<file path="config.mk">
export PLATFORM = sky130hd
export DESIGN_NAME = bayer_scan_ctrl_flat
export DESIGN_NICKNAME = d
export VERILOG_FILES = /design/src/rtl/bayer_scan_ctrl_if.sv /design/src/rtl/bayer_scan_ctrl.sv /design/src/flat_wrapper.sv
export SDC_FILE = /design/constraint.sdc
export NUM_CORES = 1
export LEC_CHECK = 0
export ABC_AREA = 1
export CORE_MARGIN = 10
export CORE_UTILIZATION = 50
export DETAILED_ROUTE_END_ITERATION = 6
export GPL_TIMING_DRIVEN = 0
export PLACE_DENSITY = 0.77
export SLEW_MARGIN = 25
export SYNTH_ARGS = -nofsm -noshare
export SYNTH_HDL_FRONTEND = slang
export SYNTH_SLANG_ARGS = --single-unit
export TNS_END_PERCENT = 10
</file>
<file path="constraint.sdc">
create_clock -name iCLK -period 4.2 [get_ports iCLK]
set_clock_uncertainty 0.1 [all_clocks]
set_input_delay 0.42 -clock iCLK [delete_from_list [all_inputs] [get_ports iCLK]]
set_output_delay 0.42 -clock iCLK [all_outputs]
set_load 0.005 [all_outputs]
</file>
<file path="src/rtl/bayer_scan_ctrl_if.sv">
// bayer_scan_ctrl_if: registered pixel stream from bayer_scan_ctrl to the demosaic datapath
//   oDATA    12  registered raw Bayer pixel
//   oX_Cont  11  column inside the crop window (0-based)
//   oY_Cont  11  row inside the crop window (0-based)
//   oDVAL     1  pixel inside window and capture active
//   oSOF      1  pulse with the first oDVAL of a frame
//   oEOF      1  pulse with the last oDVAL of a frame
//   master = producer (bayer_scan_ctrl), slave = consumer
interface bayer_scan_ctrl_if;
  logic [11:0] oDATA;
  logic [10:0] oX_Cont, oY_Cont;
  logic oDVAL, oSOF, oEOF;
  modport master (output oDATA, oX_Cont, oY_Cont, oDVAL, oSOF, oEOF);
  modport slave (input oDATA, oX_Cont, oY_Cont, oDVAL, oSOF, oEOF);
endinterface

</file>
<file path="src/rtl/bayer_scan_ctrl.sv">
// bayer_scan_ctrl: frame-aligned capture sequencer and even-aligned crop window for the demosaic stage
//   iCLK, iRST          pixel clock, asynchronous active-low reset
//   iSTART, iSTOP       arm request, stop request (stop wins, active frame completes first)
//   iFVAL, iLVAL, iDATA sensor frame/line valid and raw pixel
//   iX_START, iY_START  window origin (forced even)
//   iWIDTH, iHEIGHT     window size (forced even, minimum 2)
//   pix                 registered pixel stream (data, window counters, valid, SOF, EOF)
//   oSHORT              pulse when a frame ends before its window completed
//   oBUSY               capture armed or active
//   oFRAME_CNT          completed full-window frames
module bayer_scan_ctrl #(
  parameter int CNT_W = 16
) (
  input  logic             iCLK,
  input  logic             iRST,
  input  logic             iSTART,
  input  logic             iSTOP,
  input  logic             iFVAL,
  input  logic             iLVAL,
  input  logic [11:0]      iDATA,
  input  logic [10:0]      iX_START,
  input  logic [10:0]      iY_START,
  input  logic [10:0]      iWIDTH,
  input  logic [10:0]      iHEIGHT,
  bayer_scan_ctrl_if.master pix,
  output logic             oSHORT,
  output logic             oBUSY,
  output logic [CNT_W-1:0] oFRAME_CNT
);
  // ARMED is split so a frame already in flight at arm time is skipped:
  // ARM_WAIT until iFVAL is seen low, then ARM_RDY until it rises.
  typedef enum logic [1:0] {IDLE, ARM_WAIT, ARM_RDY, ACTIVE} state_t;
  state_t state, stateNext;
  logic stopPending, frameDone, lvalPrev;
  logic frameStart, frameEnd, valid, inWin, eofNow;
  logic [10:0] sx, sy, x0, y0, w, h;
  logic [10:0] inX0, inY0, inW, inH;
  logic [10:0] curSx, curSy, effX0, effY0, effW, effH, xc, yc;
  function automatic logic [10:0] satInc(input logic [10:0] v);
    return (&v) ? v : v + 11'd1;
  endfunction
  always_comb begin
    inX0 = iX_START & ~11'd1;
    inY0 = iY_START & ~11'd1;
    inW = (iWIDTH < 11'd2) ? 11'd2 : iWIDTH & ~11'd1;
    inH = (iHEIGHT < 11'd2) ? 11'd2 : iHEIGHT & ~11'd1;
    frameStart = state == ARM_RDY && iFVAL && !iSTOP;
    frameEnd = state == ACTIVE && !iFVAL;
    valid = iFVAL && iLVAL;
    // The FVAL-rise pixel is already part of the frame, so it sees cleared
    // counters and the freshly latched window.
    curSx = frameStart ? 11'd0 : sx;
    curSy = frameStart ? 11'd0 : sy;
    effX0 = frameStart ? inX0 : x0;
    effY0 = frameStart ? inY0 : y0;
    effW = frameStart ? inW : w;
    effH = frameStart ? inH : h;
    xc = curSx - effX0;
    yc = curSy - effY0;
    // Lower bound first, so the offset compare never sees a wrapped value.
    inWin = (frameStart || state == ACTIVE) && valid
            && curSx >= effX0 && xc < effW && curSy >= effY0 && yc < effH;
    eofNow = inWin && xc == effW - 11'd1 && yc == effH - 11'd1;
  end
  always_comb begin
    stateNext = state;
    case (state)
      IDLE:     stateNext = (iSTART && !iSTOP) ? ARM_WAIT : IDLE;
      ARM_WAIT: stateNext = iSTOP ? IDLE : iFVAL ? ARM_WAIT : ARM_RDY;
      ARM_RDY:  stateNext = iSTOP ? IDLE : iFVAL ? ACTIVE : ARM_RDY;
      ACTIVE:   stateNext = !frameEnd ? ACTIVE : (stopPending || iSTOP) ? IDLE : ARM_RDY;
    endcase
  end
  always_ff @(posedge iCLK or negedge iRST) begin
    if (!iRST) begin
      state <= IDLE;
      stopPending <= 1'b0;
      frameDone <= 1'b0;
      lvalPrev <= 1'b0;
      sx <= '0;
      sy <= '0;
      x0 <= '0;
      y0 <= '0;
      w <= '0;
      h <= '0;
      oSHORT <= 1'b0;
      oBUSY <= 1'b0;
      oFRAME_CNT <= '0;
      pix.oDATA <= '0;
      pix.oX_Cont <= '0;
      pix.oY_Cont <= '0;
      pix.oDVAL <= 1'b0;
      pix.oSOF <= 1'b0;
      pix.oEOF <= 1'b0;
    end else begin
      state <= stateNext;
      stopPending <= state == ACTIVE && !frameEnd && (stopPending || iSTOP);
      frameDone <= frameEnd ? 1'b0 : frameDone || eofNow;
      lvalPrev <= iLVAL;
      sx <= !iLVAL ? 11'd0 : valid ? satInc(curSx) : curSx;
      sy <= (lvalPrev && !iLVAL && !frameStart) ? satInc(curSy) : curSy;
      if (frameStart) begin
        x0 <= inX0;
        y0 <= inY0;
        w <= inW;
        h <= inH;
      end
      oSHORT <= frameEnd && !frameDone;
      oBUSY <= stateNext != IDLE;
      if (frameEnd && frameDone) oFRAME_CNT <= oFRAME_CNT + CNT_W'(1);
      pix.oDATA <= iDATA;
      pix.oDVAL <= inWin;
      pix.oSOF <= inWin && xc == 11'd0 && yc == 11'd0;
      pix.oEOF <= eofNow;
      if (inWin) begin
        pix.oX_Cont <= xc;
        pix.oY_Cont <= yc;
      end
    end
  end
endmodule

</file>
<file path="src/flat_wrapper.sv">
// flat-port wrapper written by rule: the top's interface ports become plain ports
module bayer_scan_ctrl_flat 
#(
  parameter int CNT_W = 16
)
  (iCLK, iRST, iSTART, iSTOP, iFVAL, iLVAL, iDATA, iX_START, iY_START, iWIDTH, iHEIGHT, oSHORT, oBUSY, oFRAME_CNT, pix_oDATA, pix_oX_Cont, pix_oY_Cont, pix_oDVAL, pix_oSOF, pix_oEOF);
  bayer_scan_ctrl_if pix_i ();
  input  logic iCLK;
  input  logic iRST;
  input  logic iSTART;
  input  logic iSTOP;
  input  logic iFVAL;
  input  logic iLVAL;
  input  logic [11:0] iDATA;
  input  logic [10:0] iX_START;
  input  logic [10:0] iY_START;
  input  logic [10:0] iWIDTH;
  input  logic [10:0] iHEIGHT;
  output logic oSHORT;
  output logic oBUSY;
  output logic [CNT_W-1:0] oFRAME_CNT;
  output wire logic [$bits(pix_i.oDATA)-1:0] pix_oDATA;
  output wire logic [$bits(pix_i.oX_Cont)-1:0] pix_oX_Cont;
  output wire logic [$bits(pix_i.oY_Cont)-1:0] pix_oY_Cont;
  output wire logic [$bits(pix_i.oDVAL)-1:0] pix_oDVAL;
  output wire logic [$bits(pix_i.oSOF)-1:0] pix_oSOF;
  output wire logic [$bits(pix_i.oEOF)-1:0] pix_oEOF;
  assign pix_oDATA = pix_i.oDATA;
  assign pix_oX_Cont = pix_i.oX_Cont;
  assign pix_oY_Cont = pix_i.oY_Cont;
  assign pix_oDVAL = pix_i.oDVAL;
  assign pix_oSOF = pix_i.oSOF;
  assign pix_oEOF = pix_i.oEOF;
  bayer_scan_ctrl #(.CNT_W(CNT_W)) u_core (.iCLK(iCLK), .iRST(iRST), .iSTART(iSTART), .iSTOP(iSTOP), .iFVAL(iFVAL), .iLVAL(iLVAL), .iDATA(iDATA), .iX_START(iX_START), .iY_START(iY_START), .iWIDTH(iWIDTH), .iHEIGHT(iHEIGHT), .pix(pix_i), .oSHORT(oSHORT), .oBUSY(oBUSY), .oFRAME_CNT(oFRAME_CNT));
endmodule
</file>
# Word level (Yosys, flattened, before mapping)
# Index checks and enable logic that the tools add are counted.
[totals]
ff_bits = 126
out_inout_bits = 55
[classes]
n_addsub = 7
order_cmp = 6
eq_ne = 5
muxes = 22
reduce_logical = 35
[op_table]
columns = ["operator", "n"]
rows = [
  ["$mux W11", 13],
  ["$add A11 B1 Y11 const B", 2],
  ["$eq A11 B11 Y1", 2],
  ["$ge A11 B11 Y1", 2],
  ["$logic_not A11 Y1", 2],
  ["$lt A11 B11 Y1", 2],
  ["$lt A11 B2 Y1 const B", 2],
  ["$reduce_and A11 Y1", 2],
  ["$sub A11 B1 Y11 const B", 2],
  ["$sub A11 B11 Y11", 2],
  ["$logic_and A1 B1 Y1", 20],
  ["$add A16 B1 Y16 const B", 1],
  ["$mux W2", 5],
  ["$pmux W2 S4", 1],
  ["$logic_not A1 Y1", 6],
  ["$eq A2 B2 Y1 const B", 2],
  ["$logic_or A1 B1 Y1", 3],
  ["$mux W1", 3],
  ["$eq A2 B1 Y1 const B", 1],
  ["$logic_not A2 Y1", 1],
  ["$reduce_bool A2 Y1", 1],
]

# Logic depth before layout (Yosys ltp)
# Gate-level depths: netlist of run 1.
[logic_depth]
depth_word = 13
mapped_depth = 34
ltp_nobuf = 30

# Worst setup path after synthesis of run 1
# No wires, ideal clock.
[synth_timing]
path_type = "input-to-reg"
from = "input port iFVAL"
to = "register u_core.pix.oY_Cont[5]"
setup_time_ns = 0.129
t_arrival_ns = 4.030
setup_slack_ns = -0.059
cell_stages = 27
n_path_buf = 7
path_cell_list = "inv_2 -> nor2_4 -> nand2_2 -> buf_6 -> buf_6 -> buf_6 -> clkbuf_1 -> o21ai_0 -> ha_1 -> clkbuf_1 -> a21oi_1 -> nor2_1 -> a211oi_1 -> nand2_2 -> nand2_1 -> nand2_1 -> nand2_1 -> nand2_1 -> ha_1 -> a221oi_1 -> nand2_1 -> nor2_1 -> nand3_1 -> nor2_1 -> buf_4 -> buf_2 -> a31oi_1"
[synth_between]
elab_chain_len = 8
[synth_rtl]
columns = ["item", "line", "text"]
rows = [
  ["start: declaration", "flat_wrapper.sv:12", "input logic iFVAL;"],
  ["$logic_and A1 B1 Y1 * (2 in a row)", "bayer_scan_ctrl.sv:47", "frameStart = state == ARM_RDY && iFVAL && !iSTOP;"],
  ["$mux W11 (on tied branches)", "bayer_scan_ctrl.sv:52, bayer_scan_ctrl.sv:54", ""],
  ["$sub A11 B11 Y11 *", "bayer_scan_ctrl.sv:58", "xc = curSx - effX0;"],
  ["named net u_core.xc[10]", "bayer_scan_ctrl.sv:38", "logic [10:0] curSx, curSy, effX0, effY0, effW, effH, xc, yc;"],
  ["$lt A11 B11 Y1 *", "bayer_scan_ctrl.sv:62", "&& curSx >= effX0 && xc < effW && curSy >= effY0 && yc < effH;"],
  ["$logic_and A1 B1 Y1 * (3 in a row)", "bayer_scan_ctrl.sv:62", ""],
  ["end signal: assignment", "bayer_scan_ctrl.sv:117", "pix.oY_Cont <= yc;"],
  ["end: declaration", "bayer_scan_ctrl_if.sv:13", "modport master (output oDATA, oX_Cont, oY_Cont, oDVAL, oSOF, oEOF);"],
]
# Mark *: on every way through the listed nets, which the timed path passes. The rest lies on a longest branch.
# A chain may end at the register's enable or synchronous reset.

# Worst setup path after layout of run 1
[layout_timing]
from = "register u_core.state[1]"
to = "register u_core.pix.oY_Cont[0]"
[layout_between]
elab_chain_len = 9
[layout_rtl]
columns = ["item", "line", "text"]
rows = [
  ["start: declaration", "bayer_scan_ctrl.sv:33", "state_t state, stateNext;"],
  ["start signal: assignment", "bayer_scan_ctrl.sv:96", "state <= stateNext;"],
  ["$eq A2 B2 Y1 *", "bayer_scan_ctrl.sv:47", ""],
  ["$logic_and A1 B1 Y1 * (2 in a row)", "bayer_scan_ctrl.sv:47", ""],
  ["$mux W11 (on tied branches)", "bayer_scan_ctrl.sv:52, bayer_scan_ctrl.sv:54", ""],
  ["$sub A11 B11 Y11 *", "bayer_scan_ctrl.sv:58", ""],
  ["named net u_core.xc[10]", "bayer_scan_ctrl.sv:38", ""],
  ["$lt A11 B11 Y1 *", "bayer_scan_ctrl.sv:62", ""],
  ["$logic_and A1 B1 Y1 * (3 in a row)", "bayer_scan_ctrl.sv:62", ""],
]
# Marked as above.

==> results of run 1 <==
==> Yosys cell counts (all sizes together) (12+ instances only) <==
cell and n:
a21oi 50, buf 12, dfrtp 126, ha 48, inv 177, nand2 314, nand3 82, nand4 14
nor2 135, nor3 17, o21ai 45, or2 21, xnor2 12, xor2 23
==> power groups by stage <==
| stage | registers, mW | logic, mW | clock network, mW |
|---|---|---|---|
| floorplan | 1.60 | 3.23 | 0 |
| global placement | 1.62 | 4.26 | 0 |
| detailed placement | 1.62 | 4.34 | 0 |
| CTS | 1.60 | 4.57 | 1.49 |
| global route | 1.65 | 6.22 | 1.55 |
| finish | 1.62 | 5.63 | 1.49 |
==> worst reg2reg max path, cell delays in order (launching register included) <==
cell	delay, ns
dfrtp_1	0.41
buf_6	0.14
nand2_4	0.05
nor2_4	0.05
buf_8	0.14
buf_4	0.16
nor2_1	0.38
ha_4	0.31
nand2_2	0.10
nor2_2	0.06
a211oi_2	0.31
nand2_4	0.13
nand2_4	0.11
nand2_4	0.05
nand2_4	0.10
nand2_4	0.07
ha_4	0.22
a221oi_2	0.26
nand2_1	0.08
nor2_1	0.13
nand3_1	0.10
nor2_2	0.14
buf_6	0.16
buf_6	0.17
nor2_1	0.08
a21oi_1	0.18
==> state kept, by name, indices dropped and copies added, names as in the netlist <==
register            flops
u_core.h               11
u_core.oSHORT           1
u_core.oFRAME_CNT      16
u_core.pix.oSOF         1
u_core.state            2
u_core.sx              11
u_core.stopPending      1
u_core.w               11
u_core.frameDone        1
u_core.pix.oX_Cont     11
u_core.pix.oEOF         1
u_core.oBUSY            1
u_core.sy              11
u_core.y0              11
u_core.x0              11
u_core.lvalPrev         1
u_core.pix.oY_Cont     11
u_core.pix.oDVAL        1
u_core.pix.oDATA       12
==> final timing paths <==
| path | from | to | slack, ns | cells after the start |
|---|---|---|---|---|
| max | u_core.state[1]$_DFF_PN0_ | u_core.pix.oY_Cont[0]$_DFFE_PN0P_ | -0.07 | 25 |
| min | iDATA[5] | u_core.pix.oDATA[5]$_DFF_PN0_ | 0.33 | 1 |
| max reg2reg | u_core.state[1]$_DFF_PN0_ | u_core.pix.oY_Cont[0]$_DFFE_PN0P_ | -0.07 | 25 |
| min reg2reg | u_core.frameDone$_DFF_PN0_ | u_core.oSHORT$_DFF_PN0_ | 0.34 | 1 |
| max in group asynchronous | iRST | u_core.x0[2]$_DFF_PN0_ | 2.88 | 3 |
| min in group asynchronous | iRST | u_core.pix.oDATA[9]$_DFF_PN0_ | 0.38 | 2 |
==> kinds of logic after synthesis <==
group | count (synthesis) | synth area share (%)
DFF | 126 | 38.7
AOI/OAI and AO/OA | 118 | 8.24
and+or+nand+nor | 592 | 31.8
xor gates and xnor gates | 35 | 3.86
buffers and inverters | 195 | 9.56
adders and majority gates | 50 | 7.87
==> per-layer routing <==
metal / vias up / part of all wire (%) / global-route usage [%] / wire [um]
met2: 383 / 49 / 34.8 / 12900
li1: 3875 / - / - / -
met3: 65 / 7.5 / 5.10 / 1970
met1: 3876 / 40 / 25.9 / 10500
met5: - / 0 / 0 / 0
met4: 0 / 2.8 / 8.42 / 734
==> repair_timing <==
item                       in CTS  in global routing
gates cloned                    0                  4
pin swaps                       8                 56
buffers inserted                8                 34
hold endpoints to repair       43                  0
hold buffers                    1                  0
setup endpoints to repair      26                 26
resized for setup              72                129
==> layout make-up <==
cell class | count | share of cell area [%]
clock inverters | 15 | 1.43
well taps | 216 | 2.38
clock buffers | 17 | 3.74
plain buffers | 15 | 1.80
repair buffers | 160 | 14.2
inverters | 177 | 5.84
multi-input cells | 795 | 42.9
flip-flops and latches | 126 | 27.7
==> results.cfg, run 1 <==
[die]
core_um2 = 15900
io_pins = 117
start_util_pct = 51.1
die_y_um = 148
die_w_um = 148
fp-row-count = 46
fp.dieArea_um2 = 21800

[sta]
tns_ns = -0.136
relSlewSlack_pct = 66.6
rsz0062_at_grt = yes
period_needed_ns = 4.27
fin_hold_ws_ns = 0.326
hold_violations = 0
setup_viol = 2
fin_crit_sh_pct = 102
finalMaxSlewViolations = 0
tightest_slew_ns = 0.495
setup_slack_ns = -0.0684
max_clock_freq_mhz = 234

[layout]
antenna_cells = 0
drive_gt1_share_pct = 20.2
layout_commonest_cell = nand2_1
final_util_pct = 71.4
nets = 1404
final_cells = 1521
fill_cells = 1165
areaGrowthSynthToFinish_pct = 39.7
seqCellArea_um2 = 3150
final_cell_mix = nand2_1, inv_1, dfrtp_1, nor2_1, clkdlybuf4s50_1
multiInputGateArea_um2 = 4880
final_cell_area_um2 = 11400

[cts]
clk_pin_slew_ns = 0.06
root_buffer = clkbuf_16
cts-buffers-inserted = 17
cts.sinks = 126
cts_max_path_buffers = 2
insertion_delay_ns = 0.44
cts_tree = done
cts_max_level = 4

[detailed_routing]
initialDrtViolationCount = 680
detail_route.wl_per_cell_um = 17.2
ant_nets = 0
viasPerCell = 5.39
first_pass_iters = 5
drcViolationCount = 0
vias = 8199
wirelength_mm = 26.2

[status]
violations = setup timing
status = finished with violations

[logic_synthesis]
ys.flop_type = dfrtp_1
postSynthAreaPerCell_um2 = 7.30
synthTopCellsByArea = dfrtp_1, nand2_1, inv_1
synth_cells = 1116
synth_top_area_share_pct = 38.7
yosys.area.top_type = dfrtp_1
synth-edff-count = 0
yosys.cell_types.count = 47
yosys_register_bits = 126
synth_nets = 1228
postSynth.asyncResetShare_pct = 100
ys_seq_area_share_pct = 38.7
mappedNetlistArea_um2 = 8140
yosysWarnings = 0

[setup_path]
end_kind = flop
critPathKind = flop to flop
critPathArrivalTime_ns = 4.51
critPathLaunchType = flop
cpPeakStageDelay_ns = 0.41
critPathMostFrequentCell = nand2_4
required_ns = 4.44
crit_family = simple AND/OR/NAND/NOR gates
path_max_fanout = 10
path_buf_inv = 5
slowest_stage = dfrtp_1

[global_routing]
grt_use_total_pct = 21.1
grt_max_degree = 84
grt_pass1_vias = 7646
grt_pass1_wl_mm = 37.2
grt-ovfl-total = 0
antenna_found_initial = 0

[placement]
placed_cell_area_um2 = 9570
dp_hpwl_mm = 17.3
port_buffers = 112
routabilityCongestion = 0.959
pre_cts_slack_ns = -1.70
dp.cells = 1445

[pwr]
fin_total_pwr_mw = 8.74
p_leak_nw = 5.70
swShare_pct = 47.5
p_clk_share_pct = 17.1
seqPwrFrac_pct = 18.5
powerDensity_nw_per_um2 = 768
worst_ir_drop_vdd_uv = 412
share_comb_of_total_power_pct = 64.4
switching_power_mw = 4.15
p_int_mw = 4.59

[worst_hold_path]
hp-class = input pin to flop

[job]
cap_violations = 0
No activity file was read; power rests on OpenSTA's default activity.
==> inputs of run 2 (changes only) <==
- PLACE_DENSITY: 0.77 -> 0.83
==> run 2 against run 1 <==
The run still ends with setup timing left; power rose by 0.73%; non-clock buffer count is 6 higher; clock power rose by 7%; critical path type unchanged; setup slack got worse by 0.12 ns; wire length down 1.5%; final area shrank 1.0%; highest routed layer unchanged.
==> results.cfg, run 2 (synthesis gave the netlist of run 1 again) <==
[status]
status = finished with violations
violations = setup timing

[sta]
rsz0062_at_grt = yes
fin_hold_ws_ns = 0.315
hold_violations = 0
finalMaxSlewViolations = 0
setup_slack_ns = -0.187
max_clock_freq_mhz = 228
tns_ns = -3.84
fin_crit_sh_pct = 104
tightest_slew_ns = 0.576
relSlewSlack_pct = 61.2
period_needed_ns = 4.39
setup_viol = 26

[layout]
layout_commonest_cell = nand2_1
reg_top3 = u_core.oFRAME_CNT (16), u_core.pix.oDATA (12)
final_cell_mix = nand2_1, inv_1, dfrtp_1, nor2_1, clkdlybuf4s50_1
drive_gt1_share_pct = 19.9
antenna_cells = 0
final_cells = 1526
largest_reg_flops = 16
nets = 1410
areaGrowthSynthToFinish_pct = 38.3
regMostFlops = u_core.oFRAME_CNT

[worst_hold_path]
holdPathEnd = u_core.oSHORT$_DFF_PN0_
hold_depth = 1
min_from = u_core.frameDone$_DFF_PN0_
hp-class = flop to flop

[detailed_routing]
wirelength_mm = 25.8
vias = 8192
drcViolationCount = 0
first_pass_iters = 6
initialDrtViolationCount = 828
detail_route.wl_per_cell_um = 16.9
viasPerCell = 5.37
ant_nets = 0

[pwr]
p_clk_share_pct = 18.0
p_int_mw = 4.68
p_leak_nw = 5.71
seqPwrFrac_pct = 18.4
share_comb_of_total_power_pct = 63.6
swShare_pct = 46.9
switching_power_mw = 4.12
worst_ir_drop_vdd_uv = 446
powerDensity_nw_per_um2 = 782

[setup_path]
rr_worst_depth = 24
end_kind = flop
critPathLaunch = u_core.state[0]$_DFF_PN0_
path_max_fanout = 10
critPathKind = flop to flop
r2r-end = u_core.pix.oY_Cont[5]$_DFFE_PN0P_
r2r_setup_slack_ns = -0.19
critPathLaunchType = flop
critPathArrivalTime_ns = 4.59
rr_startpoint = u_core.state[0]$_DFF_PN0_
required_ns = 4.41

[placement]
dp_hpwl_mm = 17.4
routabilityCongestion = 0.959
dp.cells = 1445
port_buffers = 112

[cts]
cts_max_level = 4
cts_tree = done
cts.sinks = 126
root_buffer = clkbuf_16
clk_pin_slew_ns = 0.06
cts_max_path_buffers = 2
insertion_delay_ns = 0.43
cts-buffers-inserted = 17

[die]
die_w_um = 148
die_y_um = 148
core_um2 = 15900
io_pins = 117
start_util_pct = 51.1
fp-row-count = 46
fp.dieArea_um2 = 21800

[global_routing]
grt_pass1_vias = 7648
grt_pass1_wl_mm = 37.5
grt-ovfl-total = 0
grt_use_total_pct = 21.2
antenna_found_initial = 0
grt_max_degree = 92

[job]
cap_violations = 0
==> run 2: changes by cell type in the layout (fill, tap and decap cells not counted), sizes merged <==
cell    before  now
buf         59   65
bufinv       2    4
clkbuf      21   24
clkinv       7    5
inv        181  177
==> run 2: per-stage QoR <==
| stage | power, mW | setup WS (ns) | instance area, um^2 | utilization (%) |
|---|---|---|---|---|
| 2_1_floorplan | 4.84 | 0.0404 | 8150 | - |
| 3_3_place_gp | 5.87 | -2.35 | 9540 | 59.8 |
| 3_5_place_dp | 5.99 | -1.63 | 9570 | 60.0 |
| 4_1_cts | 7.85 | 0.0184 | 10500 | 65.9 |
| 5_1_grt | 9.43 | -0.314 | 11300 | 70.6 |
| 6_report | 8.80 | -0.187 | 11300 | 70.6 |
==> run 2: power by group through the flow <==
| stage | Combinational (mW) | Clock (mW) | Sequential (mW) |
|---|---|---|---|
| final | 5.60 | 1.59 | 1.62 |
| after global routing | 6.14 | 1.65 | 1.64 |
| after CTS | 4.64 | 1.59 | 1.61 |
| after detailed placement | 4.35 | 0 | 1.63 |
| after global placement | 4.25 | 0 | 1.62 |
| after floorplan | 3.23 | 0 | 1.60 |
==> run 2: worst max path at each step <==
stage | slack (ns) | endpoint | depth (start not counted)
2_1_floorplan | 0.04 | u_core.pix.oY_Cont[5]$_DFFE_PN0P_ | 27
3_3_place_gp | -2.35 | u_core.x0[2]$_DFF_PN0_ | 1
3_5_place_dp | -1.63 | u_core.pix.oY_Cont[5]$_DFFE_PN0P_ | 27
4_1_cts | 0.02 | u_core.pix.oX_Cont[1]$_DFFE_PN0P_ | 27
5_1_grt | -0.31 | u_core.frameDone$_DFF_PN0_ | 26
6_report | -0.19 | u_core.pix.oY_Cont[5]$_DFFE_PN0P_ | 24
==> run 2: worst max-delay path, cell delays in order (launching register included) <==
cell and delay, ns:
dfrtp_2 0.44, nor2_4 0.14, nand2_4 0.07, buf_12 0.14, buf_12 0.14, buf_4 0.15, nand2_1 0.14, inv_1 0.07
ha_1 0.37, nand2_1 0.13, nor3_2 0.26, nand3_1 0.21, nand3_1 0.15, nand2_1 0.10, nand2_2 0.13, inv_1 0.10
ha_1 0.22, a221oi_2 0.26, nand2_1 0.08, nor2_1 0.11, nand3_1 0.11, nor2_2 0.17, clkbuf_4 0.21, buf_6 0.16
a31oi_1 0.10
==> run 2: timing repair <==
action,CTS,global route
setup endpoints to repair,26,26
setup buffers,16,34
pin swaps,9,60
cloned,0,3
resized for setup,67,111
hold buffers,1,0
endpoints found under the hold margin,35,0
==> run 2: area by class of cell <==
| type | instances | area, um^2 |
|---|---|---|
| buffer | 14 | 193 |
| inverter | 177 | 664 |
| clock inverter | 11 | 164 |
| tap | 216 | 270 |
| multi-input combinational | 795 | 4740 |
| clock buffer | 20 | 467 |
| fill | 1194 | 4680 |
| sequential | 126 | 3150 |
| timing repair buffer | 167 | 1600 |
==> run 2: per-layer routing <==
metal	GRT usage, %	share of wire [%]	wire, um	up-vias
met2	36.2	48	12400	390
met1	25.3	40	10400	3821
li1	-	-	-	3882
met4	7.88	4.0	1040	0
met3	4.88	7.3	1880	99
met5	0	0	0	-
